`src/rtl/vm_credit.sv`:
```
// Vending credit controller: accumulates coin value, vends at PRICE and
// refunds overpayment or cancelled credit one change coin per cycle.
module vm_credit #(
    parameter int PRICE    = 15,
    parameter int VAL1     = 5,
    parameter int VAL2     = 10,
    parameter int VAL3     = 25,
    parameter int CHG_UNIT = 5,
    parameter int CW       = 8
) (
    input  logic          clk,
    input  logic          rst_n,
    input  logic [1:0]    coin,
    input  logic          cancel,
    output logic          coin_ready,
    output logic          coin_reject,
    output logic          vend,
    output logic          chg_pulse,
    output logic [CW-1:0] credit,
    output logic          busy
);

    typedef enum logic [1:0] {IDLE, COLLECT, VEND, CHANGE} state_t;

    localparam logic [CW:0]   PRICE_W  = (CW+1)'(PRICE);
    localparam logic [CW:0]   V1_W     = (CW+1)'(VAL1);
    localparam logic [CW:0]   V2_W     = (CW+1)'(VAL2);
    localparam logic [CW:0]   V3_W     = (CW+1)'(VAL3);
    localparam logic [CW:0]   CRED_MAX = {1'b0, {CW{1'b1}}};
    localparam logic [CW-1:0] UNIT_W   = CW'(CHG_UNIT);

    state_t        state, state_n;
    logic [CW-1:0] credit_n;
    logic          vend_n, chg_n, rej_n;
    logic [CW:0]   coin_val;
    logic [CW:0]   sum;

    always_comb begin
        coin_val = '0;
        case (coin)
            2'b01:   coin_val = V1_W;
            2'b10:   coin_val = V2_W;
            2'b11:   coin_val = V3_W;
            default: coin_val = '0;
        endcase
    end

    // One extra bit so an overflowing coin is detected instead of wrapping.
    assign sum = {1'b0, credit} + coin_val;

    assign coin_ready = (state == IDLE) || (state == COLLECT);
    assign busy       = (state == VEND) || (state == CHANGE);

    always_comb begin
        state_n  = state;
        credit_n = credit;
        vend_n   = 1'b0;
        chg_n    = 1'b0;
        rej_n    = 1'b0;
        case (state)
            IDLE, COLLECT: begin
                if (cancel && state == COLLECT) begin
                    state_n = CHANGE;
                    rej_n   = (coin != 2'b00);
                end else if (coin != 2'b00) begin
                    if (sum > CRED_MAX) begin
                        rej_n = 1'b1;
                    end else if (sum >= PRICE_W) begin
                        state_n  = VEND;
                        credit_n = CW'(sum - PRICE_W);
                        vend_n   = 1'b1;
                    end else begin
                        state_n  = COLLECT;
                        credit_n = sum[CW-1:0];
                    end
                end
            end
            VEND: begin
                rej_n   = (coin != 2'b00);
                state_n = (credit != '0) ? CHANGE : IDLE;
            end
            CHANGE: begin
                rej_n = (coin != 2'b00);
                chg_n = 1'b1;
                // A residue below one change coin still costs a full coin.
                if (credit <= UNIT_W) begin
                    credit_n = '0;
                    state_n  = IDLE;
                end else begin
                    credit_n = credit - UNIT_W;
                end
            end
            default: state_n = IDLE;
        endcase
    end

    always_ff @(posedge clk or negedge rst_n) begin
        if (!rst_n) begin
            state       <= IDLE;
            credit      <= '0;
            vend        <= 1'b0;
            chg_pulse   <= 1'b0;
            coin_reject <= 1'b0;
        end else begin
            state       <= state_n;
            credit      <= credit_n;
            vend        <= vend_n;
            chg_pulse   <= chg_n;
            coin_reject <= rej_n;
        end
    end

endmodule

```
`config.mk`:
```
export PLATFORM = sky130hd
export DESIGN_NAME = vm_credit
export DESIGN_NICKNAME = d
export VERILOG_FILES = /design/src/rtl/vm_credit.sv
export SDC_FILE = /design/constraint.sdc
export NUM_CORES = 1
export LEC_CHECK = 0
export CAP_MARGIN = 20
export CORE_ASPECT_RATIO = 1.2
export CORE_MARGIN = 3
export CORE_UTILIZATION = 59
export CTS_BUF_LIST = sky130_fd_sc_hd__clkbuf_16
export DETAILED_ROUTE_END_ITERATION = 7
export HOLD_SLACK_MARGIN = 0.05
export PLACE_DENSITY = 0.95
export SYNTH_ARGS = -nofsm -noshare
export SYNTH_HDL_FRONTEND = slang
export SYNTH_SLANG_ARGS = --single-unit
```
`constraint.sdc`:
```
create_clock -name clk -period 5.2 [get_ports clk]
set_clock_uncertainty 0.05 [all_clocks]
set_input_delay 0.78 -clock clk [delete_from_list [all_inputs] [get_ports clk]]
set_output_delay 0.78 -clock clk [all_outputs]
set_load 0.05 [all_outputs]
```
==> results of run 1 <==
cell families after synthesis:
logic type                 after synthesis
and+or+nand+nor                         61
AOI/OAI and AO/OA                       49
buffers and inverters                   14
DFF                                     13
adders and majority gates               10
xor gates and xnor gates                 8
muxes                                    4
area by class of cell:
| type | instances | share of cell area [%] |
|---|---|---|
| Inverter | 7 | 1.64 |
| Tap cell | 30 | 2.34 |
| Sequential cell | 13 | 20.2 |
| Clock inverter | 1 | 0.234 |
| Multi-Input combinational cell | 132 | 60.3 |
| Clock buffer | 3 | 4.67 |
| Timing Repair Buffer | 17 | 10.6 |
cells in the mapped netlist, types with 2 or more instances:
cell type and number:
nand2_1 15, o211ai_1 2, nor4b_1 2, dfrtp_1 13, nor3_1 2, nor2_1 11
inv_1 6, a21boi_0 2, nand3_1 7, mux2_2 2, xnor2_1 4, nor2b_1 3
o22ai_1 5, nand2b_1 3, and2_1 2, mux2i_1 2, o21ai_0 9, or2_2 2
a21oi_1 13, xor2_1 4, a22o_1 2, clkbuf_1 6, ha_1 9
path summary, 6_finish.rpt:
check                           depth (start not counted)  slack, ps       from   endpoint
max in group asynchronous                               1       3850      rst_n   state[1]
min in group asynchronous                               1        860      rst_n  credit[4]
worst max register to register                          9       1780  credit[0]  credit[2]
worst min-delay path                                    1        550   state[0]   state[0]
worst max-delay path                                   10       1210    coin[0]  credit[2]
worst min register to register                          1        550   state[0]   state[0]
cells in the final DEF, fill, tap and decap left out, types with 2 or more instances in the layout:
master           netlist  layout
dfrtp_1               13      13
nand2b_1               3       3
xnor2_1                4       4
clkdlybuf4s50_1        0      17
o22ai_1                5       5
or2_2                  2       2
a22o_1                 2       2
nand2_1               15      15
o21ai_0                9       9
o211ai_1               2       2
clkbuf_16              0       3
nor2_1                11      11
nor2b_1                3       3
a21boi_0               2       2
and2_1                 2       2
xor2_1                 4       4
a21oi_1               13      13
nor3_1                 2       2
mux2_2                 2       2
nor4b_1                2       2
nand3_1                7       7
mux2i_1                2       2
ha_1                   9       9
inv_1                  6       7
metrics by stage:
| step | instance area [µm²] | hold slack [ps] |
|---|---|---|
| after floorplan | 1350 | 434 |
| after detailed placement | 1530 | 531 |
| after global routing | 1610 | 578 |
| final | 1610 | 550 |
| after CTS | 1610 | 542 |
| after global placement | 1530 | 526 |
flip-flops by register name, summed over array words and instances, names as in the netlist:
name	flops
coin_reject	1
chg_pulse	1
state	2
credit	8
vend	1
critical path: cells and delay by family:
family,cells,cell delay [ps]
compound gates,4,1180
simple gates,3,940
fa+ha+maj,2,680
buf+inv,1,470
per-layer routing:
layer | up-vias | wire, µm | part of all wire, %
li1 | 619 | - | -
met1 | 610 | 1370 | 39
met2 | 71 | 1720 | 49
met3 | 18 | 236 | 6.8
met4 | 0 | 166 | 4.8
met5 | - | 0 | 0
==> impl_metrics.tcl, run 1 <==
set metrics [dict create \
    wl_um 3490 \
    worst_pin_slew_ps 611 \
    drt_iter0_drc 55 \
    synth_top_cell_area_share_pct 24.0 \
    vias_per_cell 6.49 \
    die_x_um 49.7 \
    synth_enable_flop_cells 0 \
    end_kind "register" \
    synthXorXnorAreaFrac_pct 5.18 \
    synth_cell_types 56 \
    grt_first_pass_wirelength_um 6040 \
    nNetsFinal 189 \
    dr_total_vias 1318 \
    post_cts_resized 0 \
    synthTopCellsByArea "dfrtp_1 24%, ha_1 8.3%, a21oi_1 4.8%, nand2_1 4.2%, o21ai_0 3.3%" \
    pre_cts_slack_ps 1080 \
    setup-tns-final_ps 0 \
    stdcell_count 203 \
    postCtsHoldBufs 0 \
    syn_to_final_growth_pct 18.7 \
    synth_fp_nets 174 \
    max_freq_mhz 251 \
    synth_compound_area_share_pct 26.4 \
    cts_htree_levels 1 \
    die_y_um 58.5 \
    cts_tree "done" \
    grtUsageMet1_pct 32.9 \
    avgSynthCellArea_um2 8.51 \
    clockRootBuffer "clkbuf_16" \
    report.final.hold_viol_count 0 \
    status "complete, no violations" \
    max-slew-margin-rel_pct 58.9 \
    cp.required_ps 5280 \
    final_util_pct 75.9 \
    muxShareOfSynthArea_pct 3.14 \
    drive_gt1_share_pct 10.4 \
    clk_path_buf_depth 2 \
    max_stage_delay_ps 580 \
    slowest_stage "nor4_2" \
    grtUsageMet3_pct 5.82 \
    drt_first_pass_iters 4 \
    portBuffers 17 \
    cts.clk_slew.worst_paths_ps 50 \
    clock_latency_ps 240 \
    cap_viol_max_count 0 \
    yosys.area_share.simple_pct 27.0 \
    start_util_pct 63.9 \
    slew_violations 0 \
    seqCellArea_um2 325 \
    grt_pass1_vias 1272 \
    grt-busiest-layer "met2" \
    die_area_mm2 0.00291 \
    syn_area_mm2 0.00135 \
    wire_per_inst_um 17.2 \
    grt_start_max_net_pins 15 \
    finalCritPeriodShare_pct 76.7 \
    synth_top_family_by_area "simple AND/OR/NAND/NOR gates" \
    fillers 158 \
    cp_cell_sequence "clkdlybuf4s50_1, ha_1, fa_1, a21oi_1, o22ai_1, nor4b_1, o2111a_1, nor4_2, nor2_1, a221o_1" \
    post-cts-setup-buffers 0 \
    worst_slack_ps 1210 \
    critical_path_class "in2reg" \
    holdCritPathClass "reg2reg" \
    overflow 0 \
    cp-start-kind "input port" \
    gp_congestion 0.891 \
    ys.warnings.count 0 \
    drcViolationCount 0 \
    synth_adder_area_share_pct 9.80 \
    crit_path_max_fanout 6 \
    netlist_instances 159 \
    antenna_found_initial 0 \
    postRouteAntennaNets 0 \
    num_rows 18 \
    async_reset_ff_share_pct 100 \
    numCtsBuffers 3 \
    gr-usage-all-layers_pct 27.1 \
    n_antenna_cell 0 \
    io_pins 18 \
    finalSetupViolCount 0 \
    placed_cells 199 \
    rsz0062_at_grt "false" \
    seq_area_frac_synth_pct 24.0 \
    cts.sinks 13 \
    dp_hpwl_um 2650 \
    ys_ff_latch 13 \
    multiInputGateArea_um2 968 \
    synth_ff_type "dfrtp_1" \
    period_needed_ps 3990 \
    met2_usage_pct 44.0 \
    cp.arrival_ps 4070 \
    coreArea_mm2 0.00212 \
    synth_top_area_cell "dfrtp_1" \
]
Power of run 1 is left out: the tool's default activity adds up to more than one toggle a clock period on the data nets, which glitch-free logic cannot reach.
==> inputs of run 2 (changes only) <==
CORE_UTILIZATION = 55   (was 59)
PLACE_DENSITY = 0.91   (was 0.95)
clock period = 4.1 ns   (was 5.2 ns; I/O delays follow)
==> impl_metrics.tcl, run 2 (synthesized netlist as in run 1, its figures left out) <==
set metrics [dict create \
    wl_um 3470 \
    cts.clk_slew.worst_paths_ps 50 \
    reg2reg_depth 9 \
    dp_hpwl_um 2650 \
    finalCritPeriodShare_pct 92.3 \
    clockRootBuffer "clkbuf_16" \
    die_x_um 51.3 \
    grt_pass1_vias 1263 \
    cp.arrival_ps 3860 \
    die_y_um 60.4 \
    gp_congestion 0.900 \
    largest_reg_flops 8 \
    slew_violations 0 \
    numCtsBuffers 3 \
    crit_path_max_fanout 6 \
    nNetsFinal 190 \
    clk_path_buf_depth 2 \
    cp.required_ps 4180 \
    postRouteAntennaNets 0 \
    cp_cell_sequence "clkdlybuf4s50_1, ha_1, fa_1, a21oi_1, o22ai_1, nor4b_1, o2111a_1, nor4_2, nor2_1, a221o_1" \
    coreArea_mm2 0.00231 \
    dr_total_vias 1364 \
    status "complete, no violations" \
    regMostFlops "credit" \
    cpLargestDelayFamily "compound AO/OA/AOI/OAI gates" \
    clock_latency_ps 240 \
    finalSetupViolCount 0 \
    cp-start-kind "input port" \
    vias_per_cell 6.65 \
    drt_first_pass_iters 5 \
    grt_first_pass_wirelength_um 5850 \
    postCtsHoldBufs 0 \
    worst-path-buf-inv 1 \
    num_rows 19 \
    rsz0062_at_grt "false" \
    layout_common_cells "17 x clkdlybuf4s50_1, 15 x nand2_1, 13 x a21oi_1, 13 x dfrtp_1, 11 x nor2_1" \
    end_kind "register" \
    report.final.hold_viol_count 0 \
    critical_path_class "in2reg" \
    die_area_mm2 0.00310 \
    cts_tree "done" \
    cap_viol_max_count 0 \
    n_antenna_cell 0 \
    gr-usage-all-layers_pct 24.6 \
    cts.sinks 13 \
    holdCritPathClass "reg2reg" \
    syn_to_final_growth_pct 19.3 \
    post_cts_resized 0 \
    overflow 0 \
    drcViolationCount 0 \
    grt_start_max_net_pins 15 \
    portBuffers 17 \
    setup-tns-final_ps 0 \
    reg_top3 "credit x8, state x2" \
    wire_per_inst_um 16.9 \
    drt_iter0_drc 53 \
    slowest_stage "nor4_2" \
    worst-path-stages 10 \
    max_freq_mhz 264 \
    drive_gt1_share_pct 10.9 \
    io_pins 18 \
    max_stage_delay_ps 570 \
    post-cts-setup-buffers 0 \
    worst_pin_slew_ps 600 \
    max-slew-margin-rel_pct 59.7 \
    whs_path_depth 1 \
    start_util_pct 58.7 \
    period_needed_ps 3780 \
    cts_htree_levels 1 \
    antenna_found_initial 0 \
    final_common_cell "clkdlybuf4s50_1" \
]
==> run 2: cell type report <==
| cell class | instances | area (µm²) |
|---|---|---|
| Tap cell | 31 | 38.8 |
| Sequential cell | 13 | 325 |
| Multi-Input combinational cell | 132 | 968 |
| Inverter | 7 | 26.3 |
| Clock buffer | 3 | 75.1 |
| Fill cell | 185 | 691 |
| Timing Repair Buffer | 18 | 178 |
| Clock inverter | 1 | 3.75 |
==> run 2: per-stage QoR <==
stage,util (%),std cells,worst slack [ps],instance area (µm²),hold slack (ps)
after floorplan,-,159,931,1350,269
after global placement,66.6,201,352,1540,524
after detailed placement,66.6,201,170,1540,528
after CTS,70.0,205,403,1620,542
after global routing,70.0,205,145,1620,569
final,70.0,205,316,1620,542
==> run 2: path summary, 6_finish.rpt <==
| kind | to | start | slack (ps) |
|---|---|---|---|
| max in group asynchronous | credit[4] | rst_n | 2930 |
| worst min-delay path | credit[4] | credit[4] | 540 |
| worst max-delay path | credit[2] | coin[0] | 320 |
| worst min register to register | credit[4] | credit[4] | 540 |
| worst max register to register | credit[2] | credit[0] | 740 |
| min in group asynchronous | state[1] | rst_n | 700 |
==> run 2: per-layer routing <==
layer | global-route usage (%) | up-vias | wire length [µm]
met5 | 0 | - | 0
met1 | 31.9 | 650 | 1420
met2 | 40.1 | 76 | 1650
met3 | 4.18 | 18 | 247
met4 | 11.6 | 0 | 153
li1 | - | 620 | -
==> run 2: worst reg2reg max path, cell delays in order, from the launching register on <==
cell and delay, ps:
dfrtp_1 460, ha_1 270, fa_1 420, a21oi_1 250, o22ai_1 200, nor4b_1 190, o2111a_1 300, nor4_2 570
nor2_1 170, a221o_1 370
Power of run 2 is left out for the same reason.
==> inputs of run 3 (changes only) <==
ABC_AREA = 0   (was default)
CORE_MARGIN = 2   (was 3)
SLEW_MARGIN = 40   (was default)
==> impl_metrics.tcl, run 3 (synthesized netlist as in run 1, its figures left out) <==
set metrics [dict create \
    io_pins 18 \
    post-cts-setup-buffers 0 \
    finalCritPeriodShare_pct 91.5 \
    rsz0062_at_grt "false" \
    wire_per_inst_um 17.1 \
    cts.clk_slew.worst_paths_ps 40 \
    drcViolationCount 0 \
    cap_viol_max_count 0 \
    end_kind "register" \
    slew_violations 0 \
    stdcell_count 205 \
    gr-usage-all-layers_pct 26.2 \
    max_stage_delay_ps 540 \
    drive_gt1_share_pct 10.9 \
    cp.arrival_ps 3820 \
    post_cts_resized 0 \
    period_needed_ps 3750 \
    layout_common_cells "17 x clkdlybuf4s50_1, 15 x nand2_1, 13 x a21oi_1, 13 x dfrtp_1, 11 x nor2_1" \
    clockRootBuffer "clkbuf_16" \
    grt_pass1_vias 1306 \
    numCtsBuffers 3 \
    regMostFlops "credit" \
    drt_iter0_drc 63 \
    die_area_mm2 0.00288 \
    cp-start-kind "input port" \
    reg_top3 "credit x8, state x2" \
    grt_start_max_net_pins 15 \
    slowest_stage "nor4_2" \
    postRouteAntennaNets 0 \
    grt_first_pass_wirelength_um 5840 \
    clk_path_buf_depth 2 \
    rrSetupSlack_ps 780 \
    cp_cell_sequence "clkdlybuf4s50_1, ha_1, fa_1, a21oi_1, o22ai_1, nor4b_1, o2111a_1, nor4_2, nor2_1, a221o_1" \
    start_util_pct 58.7 \
    antenna_found_initial 0 \
    finalSetupViolCount 0 \
    die_y_um 58.4 \
    max-slew-margin-rel_pct 61.1 \
    multiInputGateArea_um2 968 \
    status "complete, no violations" \
    critical_path_class "in2reg" \
    wl_um 3510 \
    die_x_um 49.3 \
    num_rows 19 \
    postCtsHoldBufs 0 \
    portBuffers 17 \
    vias_per_cell 6.64 \
    final_common_cell "clkdlybuf4s50_1" \
    nNetsFinal 190 \
    dp_hpwl_um 2670 \
    cp.required_ps 4170 \
    worst_pin_slew_ps 581 \
    cts_tree "done" \
    dr_total_vias 1361 \
    seqCellArea_um2 325 \
    fillers 188 \
    holdWs_ps 555 \
    crit_path_max_fanout 6 \
    largest_reg_flops 8 \
    cts.sinks 13 \
    holdCritPathClass "reg2reg" \
    n_antenna_cell 0 \
    gp_congestion 0.870 \
    placed_cells 201 \
    coreArea_mm2 0.00231 \
    clock_latency_ps 240 \
    setup-tns-final_ps 0 \
    overflow 0 \
    drt_first_pass_iters 4 \
    cts_htree_levels 1 \
    syn_to_final_growth_pct 19.3 \
    max_freq_mhz 267 \
    report.final.hold_viol_count 0 \
]
-- run 3: final cells by class --
class	count	share of cell area [%]
Multi-Input combinational cell	132	60.0
Timing Repair Buffer	18	11.0
Clock inverter	1	0.232
Clock buffer	3	4.65
Inverter	7	1.63
Tap cell	31	2.40
Sequential cell	13	20.1
-- run 3: through the flow --
step | setup WS [ps] | cell area [µm²] | util, %
final | 350 | 1620 | 70.0
after CTS | 425 | 1620 | 70.0
after global placement | 352 | 1540 | 66.6
after detailed placement | 173 | 1540 | 66.6
after global routing | 145 | 1620 | 70.0
after floorplan | 931 | 1350 | -
-- run 3: path summary, 6_finish.rpt --
check,startpoint,endpoint,cells past startpoint
max in group asynchronous,rst_n,credit[4],1
min in group asynchronous,rst_n,vend,1
min reg2reg,credit[4],credit[4],1
min,credit[4],credit[4],1
max,coin[0],credit[2],10
max reg2reg,credit[0],credit[2],9
-- run 3: per-layer routing --
| layer | GRT usage [%] | share of wire (%) | wire (µm) | up-vias |
|---|---|---|---|---|
| li1 | - | - | - | 620 |
| met5 | 0 | 0 | 0 | - |
| met1 | 31.7 | 39 | 1380 | 630 |
| met3 | 4.57 | 7.8 | 275 | 24 |
| met2 | 44.8 | 47 | 1670 | 87 |
| met4 | 13.9 | 5.4 | 188 | 0 |
-- run 3: critical path: cells and delay by family --
kind                       cells  cell delay (ps)
AOI/OAI and AO/OA              4             1120
buffers and inverters          1              490
adders and majority gates      2              710
and+or+nand+nor                3              890
Power of run 3 is left out for the same reason.
